## src/rtl/adc_axis_framer.sv

```systemverilog
// adc_axis_framer: ADC lane conversion, FIFO buffering and
// framed AXI4-Stream output in the m_axis_aclk domain.
module adc_axis_framer #(
  parameter int DATA_WIDTH = 14,
  parameter int NUM_CH     = 2,
  parameter int FIFO_DEPTH = 16,
  parameter int FRAME_LEN  = 256
) (
  input  logic                         m_axis_aclk,
  input  logic                         m_axis_aresetn,
  input  logic [NUM_CH*DATA_WIDTH-1:0] s_data,
  input  logic                         s_valid,
  input  logic                         enable,
  input  logic [NUM_CH-1:0]            ch_enable,
  input  logic                         offset_binary,
  input  logic                         ramp_mode,
  output logic [NUM_CH*16-1:0]         m_axis_tdata,
  output logic                         m_axis_tvalid,
  input  logic                         m_axis_tready,
  output logic                         m_axis_tlast,
  output logic                         busy,
  output logic [15:0]                  overflow_cnt,
  output logic [$clog2(FIFO_DEPTH):0]  fifo_level
);

  localparam int AW = $clog2(FIFO_DEPTH);
  localparam int BW = $clog2(FRAME_LEN);
  localparam int OW = NUM_CH * 16;
  localparam int FW = OW + 1;

  typedef enum logic [1:0] {
    S_IDLE,
    S_RUN,
    S_STOP
  } state_t;

  state_t r_state;
  state_t w_state_nxt;

  logic [FW-1:0]         r_mem [FIFO_DEPTH];
  logic [AW-1:0]         r_wptr;
  logic [AW-1:0]         r_rptr;
  logic [AW:0]           r_cnt;
  logic                  r_tvalid;
  logic                  r_tlast;
  logic [OW-1:0]         r_tdata;
  logic [BW-1:0]         r_beat;
  logic [DATA_WIDTH-1:0] r_ramp;
  logic [15:0]           r_ovf;

  logic                  w_accept;
  logic                  w_start;
  logic                  w_full;
  logic                  w_rd;
  logic                  w_wr;
  logic                  w_load;
  logic                  w_last;
  logic [BW-1:0]         w_beat_nxt;
  logic [AW:0]           w_level;
  logic [OW-1:0]         w_lanes;
  logic [DATA_WIDTH-1:0] w_x;

  assign w_accept = s_valid &&
                    (r_state != S_IDLE);
  assign w_start  = (r_state == S_IDLE) &&
                    enable;

  // The output register counts as one FIFO entry.
  assign w_level = r_cnt + (AW+1)'(r_tvalid);
  assign w_full  = w_level == (AW+1)'(FIFO_DEPTH);
  assign w_rd    = r_tvalid && m_axis_tready;
  assign w_wr    = w_accept && (!w_full || w_rd);
  assign w_load  = (!r_tvalid || w_rd) &&
                   (r_cnt != '0);

  assign w_last = r_beat == BW'(FRAME_LEN - 1);

  // Frame position after this cycle's write, if any.
  always_comb begin
    w_beat_nxt = r_beat;
    if (w_wr) begin
      w_beat_nxt = w_last ? '0
                          : r_beat + BW'(1);
    end
  end

  // Per-lane conversion or ramp substitution, then masking.
  always_comb begin
    w_lanes = '0;
    w_x     = '0;
    for (int k = 0; k < NUM_CH; k++) begin
      if (ramp_mode) begin
        w_x = r_ramp + DATA_WIDTH'(k);
      end else begin
        w_x = s_data[k*DATA_WIDTH +: DATA_WIDTH] ^
              {offset_binary,
               {(DATA_WIDTH-1){1'b0}}};
      end
      if (ch_enable[k]) begin
        w_lanes[k*16 +: 16] = 16'($signed(w_x));
      end
    end
  end

  // Next-state logic; a stop only leaves once the
  // frame in progress has been completed by writes.
  always_comb begin
    w_state_nxt = r_state;
    unique case (r_state)
      S_IDLE: begin
        if (enable) w_state_nxt = S_RUN;
      end
      S_RUN: begin
        if (!enable) begin
          w_state_nxt = (w_beat_nxt != '0) ? S_STOP
                                           : S_IDLE;
        end
      end
      S_STOP: begin
        if (w_wr && w_last) w_state_nxt = S_IDLE;
      end
      default: w_state_nxt = S_IDLE;
    endcase
  end

  // State register.
  always_ff @(posedge m_axis_aclk or negedge m_axis_aresetn) begin
    if (!m_axis_aresetn) r_state <= S_IDLE;
    else                 r_state <= w_state_nxt;
  end

  // Beat and ramp counters advance only on real writes.
  always_ff @(posedge m_axis_aclk or negedge m_axis_aresetn) begin
    if (!m_axis_aresetn) begin
      r_beat <= '0;
      r_ramp <= '0;
    end else if (w_start) begin
      r_beat <= '0;
      r_ramp <= '0;
    end else if (w_wr) begin
      r_beat <= w_beat_nxt;
      r_ramp <= r_ramp + DATA_WIDTH'(1);
    end
  end

  // Saturating count of samples dropped on a full FIFO.
  always_ff @(posedge m_axis_aclk or negedge m_axis_aresetn) begin
    if (!m_axis_aresetn) begin
      r_ovf <= '0;
    end else if (w_accept && !w_wr &&
                 (r_ovf != 16'hFFFF)) begin
      r_ovf <= r_ovf + 16'd1;
    end
  end

  // FIFO storage; contents are invalidated via pointers.
  always_ff @(posedge m_axis_aclk) begin
    if (w_wr) r_mem[r_wptr] <= {w_last, w_lanes};
  end

  // FIFO pointers and registered fall-through output.
  always_ff @(posedge m_axis_aclk or negedge m_axis_aresetn) begin
    if (!m_axis_aresetn) begin
      r_wptr   <= '0;
      r_rptr   <= '0;
      r_cnt    <= '0;
      r_tvalid <= 1'b0;
      r_tlast  <= 1'b0;
      r_tdata  <= '0;
    end else begin
      if (w_wr) r_wptr <= r_wptr + AW'(1);
      if (w_load) begin
        r_rptr              <= r_rptr + AW'(1);
        {r_tlast, r_tdata}  <= r_mem[r_rptr];
        r_tvalid            <= 1'b1;
      end else if (w_rd) begin
        r_tvalid <= 1'b0;
      end
      r_cnt <= r_cnt + (AW+1)'(w_wr)
                     - (AW+1)'(w_load);
    end
  end

  assign m_axis_tdata  = r_tdata;
  assign m_axis_tvalid = r_tvalid;
  assign m_axis_tlast  = r_tlast;
  assign busy          = r_state != S_IDLE;
  assign overflow_cnt  = r_ovf;
  assign fifo_level    = w_level;

endmodule

```

## config.mk

```make
export PLATFORM = sky130hd
export DESIGN_NAME = adc_axis_framer
export DESIGN_NICKNAME = d
export VERILOG_FILES = /design/src/rtl/adc_axis_framer.sv
export SDC_FILE = /design/constraint.sdc
export NUM_CORES = 1
export LEC_CHECK = 0
export ABC_AREA = 0
export CELL_PAD_IN_SITES_DETAIL_PLACEMENT = 0
export CELL_PAD_IN_SITES_GLOBAL_PLACEMENT = 1
export CORE_ASPECT_RATIO = 0.6
export CORE_UTILIZATION = 40
export CTS_BUF_LIST = sky130_fd_sc_hd__clkbuf_4 sky130_fd_sc_hd__clkbuf_8
export DETAILED_ROUTE_END_ITERATION = 8
export PLACE_DENSITY = 0.61
export SYNTH_ARGS = -nofsm -noshare
export SYNTH_HDL_FRONTEND = slang
export SYNTH_SLANG_ARGS = --single-unit
```

## constraint.sdc

```tcl
create_clock -name m_axis_aclk -period 12.5 [get_ports m_axis_aclk]
set_input_delay 2.5 -clock m_axis_aclk [delete_from_list [all_inputs] [get_ports m_axis_aclk]]
set_output_delay 2.5 -clock m_axis_aclk [all_outputs]
set_load 0.01 [all_outputs]
```

==> results of run 1 <==
==> per-layer routing <==
metal | GRT usage [%] | wire, µm | vias up
li1 | - | - | 4845
met1 | 30.1 | 26400 | 5989
met2 | 28.0 | 23400 | 268
met3 | 4.02 | 2890 | 73
met4 | 4.48 | 829 | 0
met5 | 0 | 0 | -
==> per-stage QoR <==
stage | setup WS [ns] | area (µm²) | total power (W) | util [%]
finish | 7.28 | 25700 | 0.00534 | 47.1
global route | 7.05 | 25700 | 0.00560 | 47.1
CTS | 7.22 | 25700 | 0.00541 | 47.1
detailed placement | 6.66 | 24000 | 0.00394 | 44.1
global placement | 6.69 | 24000 | 0.00394 | 44.1
floorplan | 5.55 | 22200 | 0.00339 | -
==> cell families after synthesis <==
logic type      Yosys count  synth area share, %
mux                     207                 17.7
flops                   547                 72.1
compound gates           58                 1.62
buf+inv                  85                 1.72
simple gates            161                 4.00
xor+xnor                 44                 1.74
fa+ha+maj                19                 1.10
==> cell type report <==
class | instances | area, µm² | share of cell area (%)
Clock buffer | 123 | 1490 | 5.81
Sequential cell | 547 | 16000 | 62.4
Tap cell | 714 | 893 | 3.48
Multi-Input combinational cell | 489 | 5880 | 22.9
Clock inverter | 29 | 150 | 0.585
Timing Repair Buffer | 122 | 1140 | 4.43
Inverter | 26 | 97.6 | 0.380
==> sequential cells by signal, summed over array words and instances (netlist names) <==
name,cells
m_axis_tdata,28
r_state,2
r_ramp,14
r_rptr,4
r_wptr,4
r_beat,8
r_cnt,5
overflow_cnt,16
m_axis_tlast,1
m_axis_tvalid,1
r_mem,464
==> worst reg2reg max path, cell delays in order, from the launching register on <==
cell and delay, ns:
dfrtp_1 0.45, ha_1 0.26, ha_1 0.32, a211oi_1 0.30
and4_1 0.40, a21oi_2 0.09, buf_4 0.21, inv_2 0.24
buf_4 0.33, ha_1 0.19, inv_1 0.04, ha_1 0.20
fa_1 0.40, a21oi_1 0.16, nor2_1 0.05, nor2_1 0.12
xnor2_1 0.12
==> report_power, final <==
group	internal [W]	switching (W)	total, W
Sequential	0.00218	0.000229	0.00241
Clock	0.000784	0.000681	0.00147
Combinational	0.000803	0.000661	0.00146
Total	0.00377	0.00157	0.00534
==> final timing paths <==
path                                    end  slack (ns)  depth (start not counted)
setup reg to reg                   r_cnt[4]        8.54                         16
max in group asynchronous         r_rptr[0]        9.34                          2
setup / recovery              fifo_level[4]        7.28                          6
hold / removal             overflow_cnt[15]        0.50                          1
min in group asynchronous  m_axis_tdata[21]        1.81                          1
hold reg to reg            overflow_cnt[15]        0.50                          1
==> cell usage after synthesis, types with 5 or more instances <==
cell and n:
xnor2_1 36, nor2_1 26, nor4b_1 5, a21oi_1 18
nand4_1 11, nor2b_1 14, inv_1 23, a211oi_1 12
xor2_1 8, clkbuf_1 33, nor3_1 5, mux4_2 145
mux2i_1 24, nand3_1 25, ha_1 18, buf_2 15
nand2_1 31, and3_1 11, o21ai_0 17, dfrtp_1 83
mux2_2 35, edfxtp_1 464, and4_1 10
==> impl_metrics.toml, run 1 <==
[status]
status = "completed"

[worst_setup_path]
crit_top_cell = "ha_1"
start_kind = "register"
path_buf_inv = 2
worstPathArrival_ns = 2.72
crit_type = "reg2out"
critPathMaxStageDelay_ns = 0.53
cp.required_ns = 10.00
critPathCaptureType = "primary output"
worstSetupStartpoint = "m_axis_tvalid"
slowest_stage = "clkdlybuf4s50_1"
crit_family = "buffers and inverters"
rr_startpoint = "m_axis_tvalid"
cp_cell_sequence = "ha_1 > ha_1 > nand2_1 > xor2_1 > inv_2 > clkdlybuf4s50_1"
cp_max_fo = 8

[logic_synthesis]
synth_area_per_cell_um2 = 19.8
syn_area_um2 = 22200
synth_ff_type = "edfxtp_1"
async_flop_share_pct = 15.2
yosysTopAreaCellShare_pct = 62.7
yosys-top-cells-area = "edfxtp_1 63%, mux4_2 15%, dfrtp_1 9.4%, mux2_2 1.8%, xnor2_1 1.4%"
synth_edf_count = 464
synth_nets = 1177
synth-seq-cells = 547
yosysSeqAreaShare_pct = 72.1
yosys.cell_types.count = 51
synthCells = 1121
synth_top_area_cell = "edfxtp_1"
ys_warn_count = 0

[final_layout]
final_cells = 2050
mostFrequentLayoutCells = "464 x edfxtp_1, 145 x mux4_2, 91 x clkbuf_8"
drive_gt1_share_pct = 28.1
fin_nets = 1324
fillerInstances = 4581
syn2layout_area_growth_pct = 15.6
final_common_cell = "edfxtp_1"
diodes = 0

[die]
start_util_pct = 40.7
io_pins = 93
core_area_um2 = 54500
die_h_um = 185
num_rows = 66
die_area_um2 = 56500
die_w_um = 306

[routing]
antenna_left = 0
vias = 11200
drc = 0
wl_um = 53500
firstDrtPassIters = 5
wl_per_cell_um = 26.1
via_per_inst = 5.45
drt_iter0_drc = 1046

[clock_network]
clock-sinks = 547
postCtsResizedCells = 0
cts_tree = "done"
root_buffer = "clkbuf_8"
clk_path_buf_depth = 3
post_cts_buffers = 0
cts-buffers-inserted = 82
clk_pin_slew_ns = 0.06
clock_latency_ns = 0.65
htree_levels = 3
cts-hold-fix-buffers = 0

[sta]
whs_ns = 0.501
finalMaxSlewViolations = 0
rsz0062_at_grt = "no"
skew_ns = 0.0302
fin_setup_tns_ns = 0
tightest_slew_ns = 1.27
hold_viol = 0
min_period_ns = 5.22
finalSetupViolations = 0
max_freq_mhz = 191
maxSlewHeadroom_pct = 15.2
post-route-period-util_pct = 41.8

[global_routing]
antenna_found_initial = 2
grt_max_degree = 68
grt_overflow = 0
grt_pass1_wl_um = 78300
grt_util_all_layers_pct = 19.4
grt_pass1_vias = 11400

[pwr]
cellPowerDensity_nw_per_um2 = 208
p_leak_nw = 8.63
ir_drop_uv = 122

[placed_design]
dp.cells = 1898
portBuffers = 92
gp_congestion = 0.758
place.detailed.hpwl_um = 31000

[hold_path]
min_path_type = "reg2reg"
min_from = "overflow_cnt[15]"

[run]
maxCapViolations = 0
Power figures use the tool's default switching activity.
==> inputs of run 2 (changes only) <==
==> constraint.sdc (replaced) <==
create_clock -name m_axis_aclk -period 5.4 [get_ports m_axis_aclk]
set_input_delay 1.08 -clock m_axis_aclk [delete_from_list [all_inputs] [get_ports m_axis_aclk]]
set_output_delay 1.08 -clock m_axis_aclk [all_outputs]
set_load 0.01 [all_outputs]
==> run 2 against run 1 <==
  * Via count up 0.13%
  * Largest cell class unchanged
  * Design area up 0.66%
  * Total power up 140%
  * Combinational power is 140% higher
  * Hold slack worse by 0.28 ns
  * Flip-flop and latch count stayed put
  * Count of clock-buffer cells in the layout is 8 higher
  * Sequential power up 120%
==> impl_metrics.toml, run 2 (synthesized netlist as in run 1, its figures left out) <==
[die]
die_w_um = 306
num_rows = 66
io_pins = 93
core_area_um2 = 54500
die_h_um = 185
die_area_um2 = 56500
start_util_pct = 40.7

[worst_setup_path]
rr_endpoint = "r_cnt[4]"
rr_startpoint = "m_axis_tvalid"
r2r_slack_ns = 1.99
critPathMaxStageDelay_ns = 0.52
cp.required_ns = 4.32
crit_type = "reg2out"
r2r_cells = 14
start_kind = "register"
cp_cell_sequence = "ha_1 > ha_1 > nand2_1 > xor2_1 > inv_2 > clkdlybuf4s50_1"
worstPathArrival_ns = 2.65
crit_top_cell = "ha_1"
slowest_stage = "clkdlybuf4s50_1"
worstSetupStartpoint = "m_axis_tvalid"
cp_max_fo = 8
critPathCaptureType = "primary output"

[placed_design]
pre_cts_slack_ns = 1.47
dp.cells = 1901
place.detailed.hpwl_um = 30300
gp_congestion = 0.763
portBuffers = 92

[global_routing]
grt_util_all_layers_pct = 18.8
grt_pass1_vias = 11300
grt_pass1_wl_um = 76500
grt_max_degree = 99
grt_overflow = 0
antenna_found_initial = 0

[routing]
wl_um = 51900
vias = 11200
drt_iter0_drc = 1054
via_per_inst = 5.45
drc = 0
antenna_left = 0
firstDrtPassIters = 5
wl_per_cell_um = 25.3

[sta]
layout_setup_ws_ns = 1.67
max_freq_mhz = 268
finalSetupViolations = 0
rsz0062_at_grt = "no"
hold_viol = 0
post-route-period-util_pct = 69.1
tightest_slew_ns = 1.28
finalMaxSlewViolations = 0
min_period_ns = 3.73
skew_ns = 0.0273
maxSlewHeadroom_pct = 14.2

[final_layout]
mostFrequentLayoutCells = "464 x edfxtp_1, 145 x mux4_2, 91 x clkbuf_8"
fin_nets = 1327
drive_gt1_share_pct = 29.0
final_common_cell = "edfxtp_1"
diodes = 0
largest_reg_flops = 464
top_register = "r_mem"
final_cells = 2052
utilization_pct = 47.4
syn2layout_area_growth_pct = 16.4

[clock_network]
cts_tree = "done"
clock-sinks = 547
clk_path_buf_depth = 3
cts-hold-fix-buffers = 0
clk_pin_slew_ns = 0.06
cts-buffers-inserted = 82
htree_levels = 3
post_cts_buffers = 0
root_buffer = "clkbuf_8"
clock_latency_ns = 0.66
postCtsResizedCells = 0

[pwr]
ir_drop_uv = 451
cellPowerDensity_nw_per_um2 = 485
p_leak_nw = 8.70

[status]
status = "completed"

[hold_path]
min_path_type = "in2async"

[run]
maxCapViolations = 0
## run 2: changes by cell type in the layout (fill, tap and decap cells not counted)
cell,previous run,this run
clkinv_4,0,1
inv_6,0,1
nor4b_2,4,3
clkbuf_4,32,40
bufinv_16,1,3
a211oi_2,1,0
clkinv_8,0,1
clkinvlp_4,1,4
nor4b_4,0,1
clkinv_2,9,4
clkinv_1,19,7
buf_12,0,3
a211oi_1,11,12
## run 2: cell type report
type	count	area (µm²)
Inverter	26	97.6
Fill cell	4540	28700
Clock inverter	20	196
Clock buffer	131	1550
Multi-Input combinational cell	489	5890
Timing Repair Buffer	125	1200
Tap cell	714	893
Sequential cell	547	16000
## run 2: through the flow
stage | instance area (µm²) | total power (W) | setup TNS, ns | hold slack, ns
floorplan | 22200 | 0.00786 | -9.29 | 0.467
global placement | 24100 | 0.00909 | 0 | 0.490
detailed placement | 24100 | 0.00910 | 0 | 0.492
CTS | 25800 | 0.0127 | 0 | 0.173
global route | 25800 | 0.0132 | 0 | 0.182
finish | 25800 | 0.0125 | 0 | 0.218
## run 2: worst max-delay path by stage
stage	endpoint	slack [ns]	depth (start not counted)
global route	fifo_level[4]	1.50	6
detailed placement	r_mem[13][11]	1.47	6
CTS	fifo_level[4]	1.61	6
global placement	r_mem[15][11]	1.49	6
floorplan	r_mem[0][0]	-0.11	7
finish	fifo_level[4]	1.67	6
## run 2: worst max-delay path, delay by kind of cell, from the launching register on
kind | cells | cell delay [ns]
flops | 1 | 0.45
fa+ha+maj | 2 | 0.49
xor+xnor | 1 | 0.31
buf+inv | 2 | 0.67
simple gates | 1 | 0.07
## run 2: per-layer routing
metal  GRT usage, %  vias to the layer above  share of wire [%]
li1               -                     4855                  -
met1           29.3                     5948                 50
met2           26.8                      315                 43
met3           3.61                       71                5.1
met4           5.10                        0                2.0
met5              0                        -                  0
## run 2: report_power, final
part           internal, W  switching, W  total, W  leakage [nW]
registers          0.00505      0.000348   0.00539          5.31
clock network      0.00198       0.00161   0.00358         0.922
logic              0.00188       0.00168   0.00357          2.47
total              0.00890       0.00364    0.0125          8.70
==> inputs of run 3 (changes only) <==
--- a/config.mk
+++ b/config.mk
@@ -12,7 +12,7 @@
 export CORE_UTILIZATION = 40
 export CTS_BUF_LIST = sky130_fd_sc_hd__clkbuf_4 sky130_fd_sc_hd__clkbuf_8
 export DETAILED_ROUTE_END_ITERATION = 8
-export PLACE_DENSITY = 0.61
+export PLACE_DENSITY = 0.63
 export SYNTH_ARGS = -nofsm -noshare
 export SYNTH_HDL_FRONTEND = slang
 export SYNTH_SLANG_ARGS = --single-unit
==> constraint.sdc (replaced) <==
create_clock -name m_axis_aclk -period 3.4 [get_ports m_axis_aclk]
set_input_delay 0.68 -clock m_axis_aclk [delete_from_list [all_inputs] [get_ports m_axis_aclk]]
set_output_delay 0.68 -clock m_axis_aclk [all_outputs]
set_load 0.01 [all_outputs]
==> run 3 against run 2 <==
  * Sequential share of layout area fell by 1.6 points
  * Total power rose by 62%
  * Global-route usage rose by 1.2 points
  * Combinational power rose by 71%
  * Flip-flop and latch count did not move
  * Final cell count rose by 2.7%
  * Largest cell class unchanged
  * Critical path type unchanged
==> impl_metrics.toml, run 3 (synthesized netlist as in run 1, its figures left out) <==
[die]
die_h_um = 185
core_area_um2 = 54500
die_w_um = 306
num_rows = 66
die_area_um2 = 56500
io_pins = 93
start_util_pct = 40.7

[routing]
via_per_inst = 5.44
antenna_left = 0
drc = 0
drt_iter0_drc = 1149
vias = 11500
firstDrtPassIters = 5
wl_per_cell_um = 26.1
wl_um = 54900

[placed_design]
place.detailed.hpwl_um = 35300
gp_congestion = 0.813
dp.cells = 1958
portBuffers = 92

[worst_setup_path]
worstPathArrival_ns = 2.55
crit_type = "reg2out"
cp.required_ns = 2.72
cp_cell_sequence = "ha_1 > ha_1 > nand2_1 > xor2_2 > inv_2 > clkdlybuf4s50_1"
start_kind = "register"
crit_family = "buffers and inverters"
slowest_stage = "clkdlybuf4s50_1"
critPathCaptureType = "primary output"
path_buf_inv = 2
crit_top_cell = "ha_1"
critPathMaxStageDelay_ns = 0.56
cp_max_fo = 8

[final_layout]
diodes = 0
syn2layout_area_growth_pct = 19.5
multi_input_area_um2 = 5950
drive_gt1_share_pct = 30.9
fin_nets = 1384
final_cells = 2107
largest_reg_flops = 464
utilization_pct = 48.7
seq_area_um2 = 16000
final_common_cell = "edfxtp_1"
mostFrequentLayoutCells = "464 x edfxtp_1, 145 x mux4_2, 90 x clkdlybuf4s50_1"
fillerInstances = 4507
top_register = "r_mem"

[sta]
skew_ns = 0.0414
finalSetupViolations = 0
fin_setup_tns_ns = 0
post-route-period-util_pct = 94.9
finalMaxSlewViolations = 0
tightest_slew_ns = 1.40
rsz0062_at_grt = "no"
hold_viol = 0
maxSlewHeadroom_pct = 6.29
min_period_ns = 3.23
max_freq_mhz = 310

[clock_network]
clock-sinks = 547
cts-buffers-inserted = 82
clk_pin_slew_ns = 0.06
htree_levels = 3
clk_path_buf_depth = 3
clock_latency_ns = 0.66
postCtsResizedCells = 0
root_buffer = "clkbuf_8"
cts-hold-fix-buffers = 0
cts_tree = "done"
post_cts_buffers = 0

[pwr]
cellPowerDensity_nw_per_um2 = 764
p_leak_nw = 9.06
ir_drop_uv = 351

[global_routing]
grt_overflow = 0
grt_pass1_vias = 11600
antenna_found_initial = 2
grt_util_all_layers_pct = 20.0
grt_pass1_wl_um = 81200
grt_max_degree = 50

[status]
status = "completed"

[run]
maxCapViolations = 0

[hold_path]
min_path_type = "in2async"
run 3: changes by cell type in the layout (fill, tap and decap cells not counted), moves of 3 or more:
cell / delta
buf_12: +21
buf_4: +36
clkbuf_4: -12
clkbuf_8: -3
clkinv_1: +15
clkinvlp_4: -3
nor3b_2: -4
nor3b_4: +4
nor4b_2: -3
nor4b_4: +3
run 3: layer usage:
metal,GRT usage (%),part of all wire (%),wire length [µm]
met1,32.6,51,28200
met2,27.4,42,23000
met5,0,0,0
met3,4.04,5.6,3060
met4,4.16,1.2,670
run 3: stage by stage:
stage / setup WS, ns / cell area (µm²) / total power (W) / hold slack [ns]
2_1_floorplan: -0.590 / 22300 / 0.0125 / 0.384
3_3_place_gp: 0.145 / 24800 / 0.0149 / 0.484
3_5_place_dp: 0.171 / 24800 / 0.0150 / 0.495
4_1_cts: 0.0977 / 26500 / 0.0205 / 0.123
5_1_grt: 0.0160 / 26500 / 0.0213 / 0.159
6_report: 0.175 / 26500 / 0.0203 / 0.138
run 3: path summary, 6_finish.rpt:
path / endpoint / depth (start not counted) / start / slack (ns)
hold reg to reg: r_state[0] / 1 / r_state[1] / 0.50
hold / removal: m_axis_tdata[23] / 1 / m_axis_aresetn / 0.14
setup / recovery: fifo_level[4] / 6 / m_axis_tvalid / 0.17
setup reg to reg: r_mem[11][1] / 10 / m_axis_tvalid / 0.27
min in group m_axis_aclk: r_state[0] / 1 / r_state[1] / 0.50
max in group asynchronous: m_axis_tdata[31] / 2 / m_axis_aresetn / 2.57
run 3: power by group:
part | total [W] | switching (W) | internal (W)
clock network | 0.00556 | 0.00255 | 0.00301
logic | 0.00609 | 0.00286 | 0.00324
registers | 0.00863 | 0.000621 | 0.00800
total | 0.0203 | 0.00603 | 0.0143
run 3: final cells by class:
class | count | area share (%)
clock buffers | 116 | 5.36
clock inverters | 33 | 0.995
inverters | 26 | 0.368
multi-input cells | 489 | 22.4
flip-flops and latches | 547 | 60.4
well taps | 714 | 3.37
repair buffers | 182 | 7.12
